[src/rtl/ft245_sync_tx.sv]
// ----------------------------------------------------------------------------
// ft245_sync_tx
//   Transmit (FPGA -> host) side of the FT232H FT245 synchronous FIFO
//   interface. Bytes from the controller are buffered in a small FIFO and
//   written to the FT232H with the ft_wr_n / ft_txe_n handshake. ft_bus is
//   shared with the receive path; an external arbiter grants it and the top
//   level builds the tristate from ft_data_oe.
//
//   Optional feature macro: FT_SIWU_EN
//     defined   : pulse ft_siwu_n low for one cycle after SIWU_IDLE idle cycles
//                 following a drain, so short packets are flushed at once.
//     undefined : ft_siwu_n is held at 1 and no idle counter exists.
//
// Ports
//   ft_clkout   in   60 MHz FT232H clock, sole clock
//   rst_n       in   synchronous active-low reset
//   s_data      in   byte to transmit
//   s_valid     in   s_data valid
//   s_ready     out  FIFO can accept a byte (registered)
//   bus_grant   in   arbiter grants ft_bus to this transmitter
//   tx_req      out  FIFO non-empty, bus wanted (registered)
//   ft_txe_n    in   FT232H transmit FIFO has space, active low
//   ft_wr_n     out  FT232H write strobe, active low
//   ft_data     out  byte driven onto ft_bus
//   ft_data_oe  out  top drives ft_bus from ft_data when high
//   ft_siwu_n   out  FT232H send-immediate, active low
//   fifo_count  out  bytes held in the FIFO
// ----------------------------------------------------------------------------
module ft245_sync_tx #(
    parameter int ADDR_W    = 4,
    parameter int SIWU_IDLE = 32
) (
    input  logic              ft_clkout,
    input  logic              rst_n,
    input  logic [7:0]        s_data,
    input  logic              s_valid,
    output logic              s_ready,
    input  logic              bus_grant,
    output logic              tx_req,
    input  logic              ft_txe_n,
    output logic              ft_wr_n,
    output logic [7:0]        ft_data,
    output logic              ft_data_oe,
    output logic              ft_siwu_n,
    output logic [ADDR_W:0]   fifo_count
);

    localparam int              DEPTH   = 1 << ADDR_W;
    localparam logic [ADDR_W:0] DEPTH_C = (ADDR_W+1)'(DEPTH);

    localparam logic [1:0] S_IDLE  = 2'd0;
    localparam logic [1:0] S_ARM   = 2'd1;
    localparam logic [1:0] S_WRITE = 2'd2;

    logic [1:0]        state, state_nxt;
    logic [7:0]        mem [DEPTH];
    logic [ADDR_W-1:0] wr_ptr, rd_ptr, rd_nxt;
    logic              push, pop, wr_n_nxt;
    logic [ADDR_W:0]   remain, cnt_nxt;

    assign push    = s_valid & s_ready;
    // The FT232H takes a byte only when both strobes are low at the edge.
    assign pop     = ~ft_wr_n & ~ft_txe_n;
    assign rd_nxt  = rd_ptr + ADDR_W'(pop);
    // Bytes still buffered once this edge's pop is accounted for. A byte
    // pushed at this edge is excluded: it is not in memory yet, so it cannot
    // be presented on ft_data at the next cycle.
    assign remain  = fifo_count - (ADDR_W+1)'(pop);
    assign cnt_nxt = remain + (ADDR_W+1)'(push);

    always_comb begin
        state_nxt = state;
        wr_n_nxt  = 1'b1;
        case (state)
            S_IDLE: begin
                if (bus_grant && tx_req) state_nxt = S_ARM;
            end
            S_ARM: begin
                // ARM is the bus-turnaround cycle: data driven, strobe high.
                if (bus_grant) begin
                    state_nxt = S_WRITE;
                    wr_n_nxt  = ~(~ft_txe_n & (remain != '0));
                end else begin
                    state_nxt = S_IDLE;
                end
            end
            S_WRITE: begin
                // Leaving always lands with the strobe high; a byte strobed
                // at this edge is still consumed if ft_txe_n is low.
                if (!bus_grant || remain == '0) state_nxt = S_IDLE;
                else                            wr_n_nxt  = ft_txe_n;
            end
            default: state_nxt = S_IDLE;
        endcase
    end

    always_ff @(posedge ft_clkout) begin
        if (rst_n && push) mem[wr_ptr] <= s_data;
    end

    always_ff @(posedge ft_clkout) begin
        if (!rst_n) begin
            state      <= S_IDLE;
            wr_ptr     <= '0;
            rd_ptr     <= '0;
            fifo_count <= '0;
            s_ready    <= 1'b0;
            tx_req     <= 1'b0;
            ft_wr_n    <= 1'b1;
            ft_data    <= 8'h00;
            ft_data_oe <= 1'b0;
        end else begin
            state      <= state_nxt;
            if (push) wr_ptr <= wr_ptr + 1'b1;
            rd_ptr     <= rd_nxt;
            fifo_count <= cnt_nxt;
            s_ready    <= (cnt_nxt < DEPTH_C);
            tx_req     <= (cnt_nxt != '0);
            ft_wr_n    <= wr_n_nxt;
            ft_data_oe <= (state_nxt != S_IDLE);
            // Head after this edge's pop; only loaded while the bus is ours,
            // where the entry is guaranteed to hold valid data.
            if (state_nxt != S_IDLE) ft_data <= mem[rd_nxt];
        end
    end

`ifdef FT_SIWU_EN
    localparam int CW = (SIWU_IDLE > 1) ? $clog2(SIWU_IDLE) : 1;

    logic [CW-1:0] idle_cnt;
    logic          sent;

    // Idle cycles are counted only after traffic since the last pulse, with
    // the FIFO empty and the bus released (ft_wr_n is 1 in IDLE).
    always_ff @(posedge ft_clkout) begin
        if (!rst_n) begin
            idle_cnt  <= '0;
            sent      <= 1'b0;
            ft_siwu_n <= 1'b1;
        end else begin
            ft_siwu_n <= 1'b1;
            if (pop) sent <= 1'b1;
            if (push) begin
                idle_cnt <= '0;
            end else if (state == S_IDLE && fifo_count == '0 && sent) begin
                if (idle_cnt == CW'(SIWU_IDLE - 1)) begin
                    ft_siwu_n <= 1'b0;
                    idle_cnt  <= '0;
                    sent      <= 1'b0;
                end else begin
                    idle_cnt <= idle_cnt + 1'b1;
                end
            end
        end
    end
`else
    logic unused_siwu;
    assign unused_siwu = ^SIWU_IDLE;
    assign ft_siwu_n   = 1'b1;
`endif

endmodule

[config.mk]
export PLATFORM = sky130hd
export DESIGN_NAME = ft245_sync_tx
export DESIGN_NICKNAME = d
export VERILOG_FILES = /design/src/rtl/ft245_sync_tx.sv
export SDC_FILE = /design/constraint.sdc
export NUM_CORES = 1
export LEC_CHECK = 0
export BUFFER_PORTS_ARGS = -buffer_cell sky130_fd_sc_hd__buf_2
export CAP_MARGIN = 10
export CORE_UTILIZATION = 38
export CTS_CLUSTER_DIAMETER = 120
export DETAILED_ROUTE_END_ITERATION = 16
export GPL_TIMING_DRIVEN = 1
export HOLD_SLACK_MARGIN = 0.15
export PLACE_DENSITY_LB_ADDON = 0.1
export SETUP_SLACK_MARGIN = 0.02
export SYNTH_ARGS = -nofsm -noshare
export SYNTH_HDL_FRONTEND = slang
export SYNTH_SLANG_ARGS = --single-unit
[constraint.sdc]
create_clock -name ft_clkout -period 1.97 [get_ports ft_clkout]
set_input_delay 0.0985 -clock ft_clkout [delete_from_list [all_inputs] [get_ports ft_clkout]]
set_output_delay 0.0985 -clock ft_clkout [all_outputs]
set_load 0.02 [all_outputs]
Word level (Yosys, flattened, before mapping)
Memory sizes are Yosys's and may differ from the RTL's. A register that Yosys moved wholly into a read port is not among the register bits.
Cells that the tools add are included.
{"block": "totals", "regBits": 19, "latchBits": 0, "mem_bits_rw": 128, "romBits": 0, "input_bits": 13, "out_inout_bits": 18, "elab_cells": 41, "mem_count": 1}
{"block": "classes", "addsub": 4, "n_mul": 0, "div": 0, "n_lt_le_gt_ge": 1, "n_eq_ne": 2, "shift": 0, "n_mux": 9, "n_bitwise": 6, "n_reduce_logical": 10}
{"name": "mem", "depth": 16, "width": 8, "read_ports": 1, "rd_ports_with_merged_regs": 1, "write_ports": 1, "line": "56", "rtl": "logic [7:0] mem [DEPTH];"}
{"operator": "5-bit nonzero test", "count": 2}
{"operator": "2-bit 2-to-1 mux", "count": 3}
{"operator": "2-bit one-hot mux with 3 select lines", "count": 1}
{"operator": "5-bit by 1-bit adder with 5-bit output", "count": 1}
{"operator": "5-bit logical NOT", "count": 1}
{"operator": "5-bit less-than comparator, second input constant", "count": 1}
{"operator": "5-bit by 1-bit subtractor with 5-bit output", "count": 1}
{"operator": "4-bit by 1-bit adder with 4-bit output", "count": 1}
{"operator": "4-bit by 1-bit adder with 4-bit output, second input constant", "count": 1}
{"operator": "1-bit 2-to-1 mux", "count": 4}
{"operator": "1-bit AND", "count": 3}
{"operator": "1-bit NOT", "count": 3}
{"operator": "2-bit by 1-bit equality test with 1-bit output, second input constant", "count": 1}
{"operator": "2-bit equality test, second input constant", "count": 1}
{"operator": "1-bit logical AND", "count": 2}
{"operator": "1-bit logical NOT", "count": 2}
{"operator": "2-bit logical NOT", "count": 1}
{"operator": "1-bit one-hot mux with 2 select lines", "count": 1}
{"operator": "2-bit nonzero test", "count": 1}
{"operator": "1-bit logical OR", "count": 1}

Logic depth before layout (Yosys ltp)
Gate-level depths: netlist (run 1).
{"block": "logic_depth", "depth_word": 8, "ltp_mapped": 10, "depth_no_buf": 10}

Least setup slack after synthesis (run 1)
No wires, ideal clock.
{"block": "synth_timing", "path_kind": "register -> register", "startpoint": "register ft_wr_n", "endpoint": "register ft_data[0], read port of mem", "setup_time_ns": 0.144, "t_arrival_ns": 2.026, "t_required_ns": 1.826, "slack_ns": -0.201, "path_stages_with_launch": 9, "path_buffers": 2, "period_less_slack_ns": 2.171, "path_cell_list": "dfxtp_1 -> nor2_1 -> ha_1 -> buf_4 -> buf_2 -> mux4_2 -> mux2i_1 -> mux2_2 -> o22ai_1"}
{"block": "synth_between", "elab_cells_between_ends": 9, "cone_classes": "add/sub (2); mux (2); bitwise (2); reduce/logical (3)"}
{"element": "from (decl)", "line": "41", "rtl": "output logic ft_wr_n,"}
{"element": "from (signal assigned)", "line": "119", "rtl": "ft_wr_n <= wr_n_nxt;"}
{"element": "1-bit NOT", "line": "63", "rtl": "assign pop = ~ft_wr_n & ~ft_txe_n;"}
{"element": "1-bit AND", "line": "63"}
{"element": "4-bit by 1-bit adder with 4-bit output", "line": "64", "rtl": "assign rd_nxt = rd_ptr + ADDR_W'(pop);"}
{"element": "named net rd_nxt[0]", "line": "57", "rtl": "logic [ADDR_W-1:0] wr_ptr, rd_ptr, rd_nxt;"}
{"element": "to (decl)", "line": "42", "rtl": "output logic [7:0] ft_data,"}
The timed path passes the listed nets, and every way through them passes these cells.
A chain may end at the register's enable or synchronous reset.

Worst setup path after layout (run 1)
{"block": "layout_timing", "startpoint": "register ft_wr_n", "endpoint": "register tx_req"}
{"block": "layout_between", "elab_chain_len": 5}
{"element": "1-bit NOT", "line": "63"}
{"element": "1-bit AND", "line": "63"}
{"element": "5-bit by 1-bit subtractor with 5-bit output", "line": "68", "rtl": "assign remain = fifo_count - (ADDR_W+1)'(pop);"}
{"element": "5-bit by 1-bit adder with 5-bit output", "line": "69", "rtl": "assign cnt_nxt = remain + (ADDR_W+1)'(push);"}
{"element": "5-bit nonzero test", "line": "118", "rtl": "tx_req <= (cnt_nxt != '0);"}
{"element": "to (signal assigned)", "line": "118"}
{"element": "to (decl)", "line": "39", "rtl": "output logic tx_req,"}
No other way between the ends.

==> run_results.csv, run 1 <==
group,metric,value,unit
outcome,status,"complete, but fails checks",
outcome,violations,"setup timing",
sta,layout_setup_ws,-0.123,ns
synth,ys_async_sr_fraction,0,
global_route,grt_pass1_wl,21100,um
min_path,hp-class,"primary input to register",
floorplanning,io_pins,31,
synth,syn_avg_cell_area,18.1,sq um
power_and_ir_drop,p_sw_frac,0.236,
placement,pre_cts_slack,-0.188,ns
sta,finalSetupTns,-0.945,ns
setup_path,path_common_cell,"ha_4",
route,wl_per_cell,20.5,um
sta,fmax,0.478,GHz
synth,yosys_warnings,0,
synth,synth_edf_count,128,
synth,synth_top_family_by_area,"multiplexers",
route,first_pass_iters,4,
clock_tree,cts_buffers,17,
global_route,grt_max_degree,19,
cells_and_area,syn_to_final_growth,28.3,%
min_path,hp-start,"s_valid",
clock_tree,ctsLongestPathBuffers,2,
synth,synth_area_leaders,"edfxtp_1 (61%), mux4_2 (12%), dfxtp_1 (8.6%)",
clock_tree,htree_levels,4,
floorplanning,die-area,17000,sq um
global_route,antenna_found_initial,0,
sta,period_share,1.06,
clock_tree,clk-insertion-delay-late,0.42,ns
power_and_ir_drop,net-switching-power,1860,uW
setup_path,cp_max_fo,2,
clock_tree,cts_tree,"done",
clock_tree,cts_root_buffer,"clkbuf_16",
cells_and_area,fillers,1372,
min_path,hold_end,"fifo_count[0]",
synth,synthMuxAreaShare,0.157,
setup_path,max_stage_delay,0.52,ns
power_and_ir_drop,power_density,981,nW/um^2
cells_and_area,drive_gt1_frac,0.407,
sta,rsz0062_at_grt,"yes",
setup_path,cp_cell_sequence,"nor2_4, buf_6, ha_4, inv_1, ha_4, nor3b_2, xor2_1, or4_4, o21a_1",
route,drt-total-wl,13700,um
floorplanning,start_util,0.391,
global_route,grt_pass1_vias,3455,
global_route,grt_usage,0.180,
floorplanning,rows,46,
setup_path,timing.rr.end,"tx_req",
global_route,gr-total-overflow,0,
power_and_ir_drop,clock_power_share,0.395,
floorplanning,die_h,130,um
cells_and_area,ff_latch_area,4390,sq um
synth,synth_cell_types,39,
synth,synth-seq-area-share,0.701,
synth,synthSimpleGateAreaFrac,0.0506,
clock_tree,clkTransAtPathRegs,0.06,ns
cells_and_area,multi_input_comb_area,1950,sq um
power_and_ir_drop,combPwrFrac,0.134,
clock_tree,cts.sinks,155,
floorplanning,core_area,16000,sq um
setup_path,critPathRequiredTime,2.29,ns
route,dr.first_iter.drc_count,166,
power_and_ir_drop,p_int,6020,uW
synth,synth_top_cells_by_count,"edfxtp_1 (128), mux4_2 (32), dfxtp_1 (27)",
setup_path,cp.arrival,2.41,ns
sta,min_period,2.09,ns
min_path,min_path_cells,4,
cells_and_area,diodes,0,
setup_path,rrSetupSlack,-0.12,ns
setup_path,reg2reg_from,"ft_wr_n",
synth,yosysMostFrequentCell,"edfxtp_1",
placement,post_dp_cell_area,7040,sq um
synth,synth-xor-area-share,0.0182,
synth,syn_inst,345,
sta,finClkSkew,0.00531,ns
placement,dp_hpwl,8790,um
synth,yosysTopAreaCellShare,0.614,
synth,ys.flop_type,"edfxtp_1",
route,drt-vias-per-instance,4.98,
setup_path,rr_worst_depth,9,
synth,netlist_area,6260,sq um
setup_path,slowest_stage,"or4_4",
floorplanning,die_width,130,um
synth,syn-num-nets,372,
setup_path,end_kind,"register",
route,num_vias,3337,
synth,synth_fa_ha_area_frac,0.0280,
synth,ys_seq_elements,155,
cells_and_area,nNetsFinal,468,
synth,synth_area_leader_cell,"edfxtp_1",
placement,routabilityCongestion,0.732,
route,drc,0,
sta,setup_viol,12,
power_and_ir_drop,p_total,7880,uW
placement,port_buffers,29,
setup_path,critical_path_class,"register to register",
power_and_ir_drop,p_leak,0.00287,uW
sta,final-hold-violation-count,0,
power_and_ir_drop,p_seq_frac,0.471,
route,antenna_left,0,
cells_and_area,fin_area,8030,sq um
power_and_ir_drop,vdd_drop_max,0.000636,V
sta,slew_viol_final,0,
flow_run,drv_cap,0,
synth,synth_compound_area_frac,0.0238,
setup_path,critPathLaunchType,"register",
[worst max-delay path: cells and delay by family (launching register included)]
| kind | cells | cell delay (ns) |
|---|---|---|
| flops | 1 | 0.35 |
| xor+xnor | 1 | 0.15 |
| compound gates | 1 | 0.18 |
| buf+inv | 2 | 0.16 |
| fa+ha+maj | 2 | 0.42 |
| simple gates | 3 | 0.71 |
[kinds of logic (layout without fill, tap and decap cells)]
logic type,after synthesis,in the layout
multiplexers,57,57
AND/OR/NAND/NOR,62,62
adder cells (fa/ha/maj),14,14
XOR/XNOR,10,10
buffers and inverters,25,134
flip-flops,155,155
other,1,1
AO/OA/AOI/OAI,21,21
[cell type report]
cell class / instances / share of cell area
Sequential cell: 155 / 0.547
Multi-Input combinational cell: 165 / 0.243
Timing Repair Buffer: 91 / 0.0990
Clock buffer: 24 / 0.0652
Tap cell: 216 / 0.0337
Clock inverter: 8 / 0.00655
Inverter: 11 / 0.00514
[placed cells by master, fill, tap and decap left out, types with 5 or more instances in the layout]
cell / count
ha_1: 8
and2_1: 9
inv_1: 9
edfxtp_1: 128
nor2_1: 22
buf_12: 6
mux4_2: 32
dlygate4sd3_1: 11
dfxtp_1: 24
ha_4: 6
clkbuf_8: 5
clkbuf_16: 18
mux2_2: 5
buf_4: 39
buf_2: 29
o22ai_2: 6
nand2_1: 14
mux2i_1: 13
[power by group through the flow]
| stage | clock network (uW) | registers [uW] | logic (uW) |
|---|---|---|---|
| finish | 3110 | 3710 | 1060 |
| global placement | 0 | 3770 | 883 |
| detailed placement | 0 | 3770 | 887 |
| global route | 3320 | 3720 | 1160 |
| CTS | 3180 | 3710 | 1010 |
| floorplan | 0 | 3840 | 493 |
[through the flow]
step,std cells,utilization,hold WS (ns)
6_report,670,0.502,0.264
3_3_place_gp,620,0.440,0.396
4_1_cts,669,0.497,0.239
2_1_floorplan,345,-,0.197
5_1_grt,670,0.502,0.279
3_5_place_dp,620,0.440,0.377
[state kept, by name (all words and copies together) (netlist names), 2 cells and up]
| signal | flops |
|---|---|
| fifo_count | 5 |
| ft_data | 8 |
| mem | 128 |
| rd_ptr | 4 |
| state | 2 |
| wr_ptr | 4 |
[worst max path at each step]
stage / from / end / slack [ns] / depth (start not counted)
final: ft_wr_n / tx_req / -0.12 / 9
after global routing: ft_wr_n / tx_req / -0.22 / 9
after CTS: ft_wr_n / ft_data[3] / -0.14 / 10
after detailed placement: ft_wr_n / ft_data[4] / -0.19 / 7
after global placement: ft_wr_n / ft_data[2] / -0.18 / 7
after floorplan: ft_wr_n / ft_data[0] / 0.009 / 9
[layer usage]
metal | global-route usage | wire, um
met5 | 0 | 0
met4 | 0.0636 | 169
met3 | 0.0390 | 537
met2 | 0.295 | 6820
met1 | 0.235 | 6210
[timing repair]
action	CTS	global route
cloned	4	0
buffers inserted	2	1
hold buffers	11	0
pin swaps	17	11
endpoints found under the hold margin	137	0
setup endpoints to repair	13	15
gates resized for setup	24	14
No activity file was read; power rests on OpenSTA's default activity.
==> run 2, diff against run 1 <==
--- a/config.mk
+++ b/config.mk
@@ -12,7 +12,6 @@
 export DETAILED_ROUTE_END_ITERATION = 16
 export GPL_TIMING_DRIVEN = 1
 export HOLD_SLACK_MARGIN = 0.15
-export PLACE_DENSITY_LB_ADDON = 0.1
 export SETUP_SLACK_MARGIN = 0.02
 export SYNTH_ARGS = -nofsm -noshare
 export SYNTH_HDL_FRONTEND = slang
==> run_results.csv, run 2 (synthesis results as in run 1) <==
group,metric,value,unit
clock_tree,cts_root_buffer,"clkbuf_16",
flow_run,drv_cap,0,
setup_path,rr_worst_depth,9,
floorplanning,die_width,130,um
route,drc,0,
global_route,use_met2,0.296,
cells_and_area,nNetsFinal,459,
outcome,violations,"setup timing",
sta,finalSetupTns,-1.09,ns
setup_path,slowest_stage,"or4_1",
floorplanning,die_h,130,um
min_path,hp-start,"s_valid",
power_and_ir_drop,p_leak,0.00281,uW
setup_path,path_common_cell,"ha_4",
cells_and_area,drive_gt1_frac,0.382,
cells_and_area,largest_register_ff_count,128,
placement,port_buffers,29,
setup_path,reg2reg_from,"ft_wr_n",
global_route,grt_usage,0.178,
min_path,hold_end,"fifo_count[0]",
power_and_ir_drop,combPwrFrac,0.125,
route,dr.first_iter.drc_count,246,
cells_and_area,top_regs,"mem x128, ft_data x8, fifo_count x5",
power_and_ir_drop,clock_power_share,0.422,
route,drt-vias-per-instance,5.07,
placement,dp_hpwl,8590,um
route,num_vias,3348,
setup_path,path_buf_inv,1,
clock_tree,htree_levels,4,
global_route,antenna_found_initial,0,
floorplanning,start_util,0.391,
clock_tree,cts_tree,"done",
route,wl_per_cell,21.0,um
cells_and_area,layout_common_cells,"edfxtp_1 (128), buf_4 (34), mux4_2 (32), buf_2 (29), dfxtp_1 (24)",
power_and_ir_drop,p_seq_frac,0.453,
sta,rsz0062_at_grt,"yes",
global_route,grt_pass1_vias,3412,
sta,fmax,0.475,GHz
clock_tree,clkTransAtPathRegs,0.06,ns
cells_and_area,fillers,1354,
floorplanning,io_pins,31,
route,drt-total-wl,13900,um
cells_and_area,diodes,0,
sta,layout_setup_ws,-0.134,ns
clock_tree,cts_buffers,17,
setup_path,cp.arrival,2.42,ns
sta,finClkSkew,0.00876,ns
floorplanning,rows,46,
setup_path,critical_path_class,"register to register",
setup_path,max_stage_delay,0.47,ns
min_path,hp-class,"primary input to register",
setup_path,critPathLaunchType,"register",
route,first_pass_iters,4,
route,antenna_left,0,
global_route,grt-busiest-layer,"met2",
floorplanning,die-area,17000,sq um
power_and_ir_drop,p_sw_frac,0.235,
setup_path,crit_family,"simple AND/OR/NAND/NOR gates",
setup_path,cp_max_fo,3,
sta,final-hold-violation-count,0,
power_and_ir_drop,power_density,1030,nW/um^2
global_route,grt_pass1_wl,20700,um
global_route,grt_max_degree,22,
setup_path,end_kind,"register",
sta,min_period,2.10,ns
power_and_ir_drop,net-switching-power,1920,uW
floorplanning,core_area,16000,sq um
sta,period_share,1.07,
sta,setup_viol,11,
placement,routabilityCongestion,0.751,
clock_tree,cts.sinks,155,
setup_path,timing.rr.end,"tx_req",
cells_and_area,top_register,"mem",
clock_tree,ctsLongestPathBuffers,2,
setup_path,critPathRequiredTime,2.29,ns
sta,slew_viol_final,0,
clock_tree,clk-insertion-delay-late,0.43,ns
cells_and_area,syn_to_final_growth,26.5,%
global_route,gr-total-overflow,0,
cells_and_area,layout.cells.most_common,"edfxtp_1",
global_route,met3_usage,0.0398,
setup_path,cp_cell_sequence,"nor2_4, buf_6, ha_4, ha_4, xnor2_4, nor3b_2, xor2_1, or4_1, o21a_1",
sta,holdWs,0.255,ns
min_path,min_path_cells,4,
setup_path,rrSetupSlack,-0.13,ns
power_and_ir_drop,vdd_drop_max,0.000645,V
outcome,status,"complete, but fails checks",
power_and_ir_drop,p_int,6260,uW
global_route,grtUsageMet1,0.228,
run 2: cell count changes in the layout (fill, tap and decap cells not counted), sizes merged:
| cell | before | now |
|---|---|---|
| buf | 78 | 70 |
| bufbuf | 2 | 1 |
| bufinv | 0 | 4 |
| clkbuf | 24 | 20 |
| clkinv | 5 | 3 |
| clkinvlp | 1 | 2 |
| inv | 13 | 14 |
run 2: worst max path at each step:
| stage | cells after the start | to | start | slack [ns] |
|---|---|---|---|---|
| 6_report | 9 | tx_req | ft_wr_n | -0.13 |
| 5_1_grt | 10 | ft_data[0] | ft_wr_n | -0.22 |
| 4_1_cts | 10 | ft_data[0] | ft_wr_n | -0.16 |
| 3_5_place_dp | 8 | ft_data[5] | ft_wr_n | -0.40 |
| 3_3_place_gp | 8 | ft_data[5] | ft_wr_n | -0.40 |
| 2_1_floorplan | 9 | ft_data[0] | ft_wr_n | 0.009 |
run 2: layout make-up:
class / instances / area [sq um] / share of cell area
clock buffers: 20 / 437 / 0.0552
clock inverters: 12 / 188 / 0.0237
well taps: 216 / 270 / 0.0341
inverters: 11 / 41.3 / 0.00522
flip-flops and latches: 155 / 4390 / 0.555
repair buffers: 82 / 666 / 0.0841
multi-input cells: 165 / 1920 / 0.243
run 2: per-stage QoR:
step | std cells | utilization | power (uW) | cell area (sq um) | setup slack (ns)
after floorplan | 345 | - | 4330 | 6340 | 0.00892
after global placement | 612 | 0.435 | 4660 | 6960 | -0.399
after detailed placement | 612 | 0.435 | 4670 | 6960 | -0.399
after CTS | 661 | 0.493 | 8230 | 7890 | -0.155
after global routing | 661 | 0.495 | 8450 | 7920 | -0.218
final | 661 | 0.495 | 8180 | 7920 | -0.134
run 2: what timing repair did:
item,4_1_cts,5_1_grt
hold endpoints to repair,138,0
buffers inserted,5,0
endpoints found under the setup margin,14,15
hold buffers,11,0
gates cloned,1,0
pin swaps,16,12
gates resized for setup,23,6
run 2: power by group through the flow:
stage	Combinational (uW)	Sequential, uW	Clock [uW]
finish	1020	3710	3450
global placement	890	3770	0
global route	1100	3710	3630
floorplan	493	3840	0
detailed placement	901	3770	0
CTS	993	3710	3530
run 2: routing by layer:
layer / vias up / wire length, um
li1: 1530 / -
met3: 13 / 729
met4: 0 / 190
met5: - / 0
met1: 1716 / 6060
met2: 89 / 6880
run 2: worst reg2reg max path: stages (launching register included):
cell     delay, ns
dfxtp_4       0.35
nor2_4        0.04
buf_6         0.11
ha_4          0.17
ha_4          0.18
xnor2_4       0.14
nor3b_2       0.24
xor2_1        0.12
or4_1         0.47
o21a_1        0.18
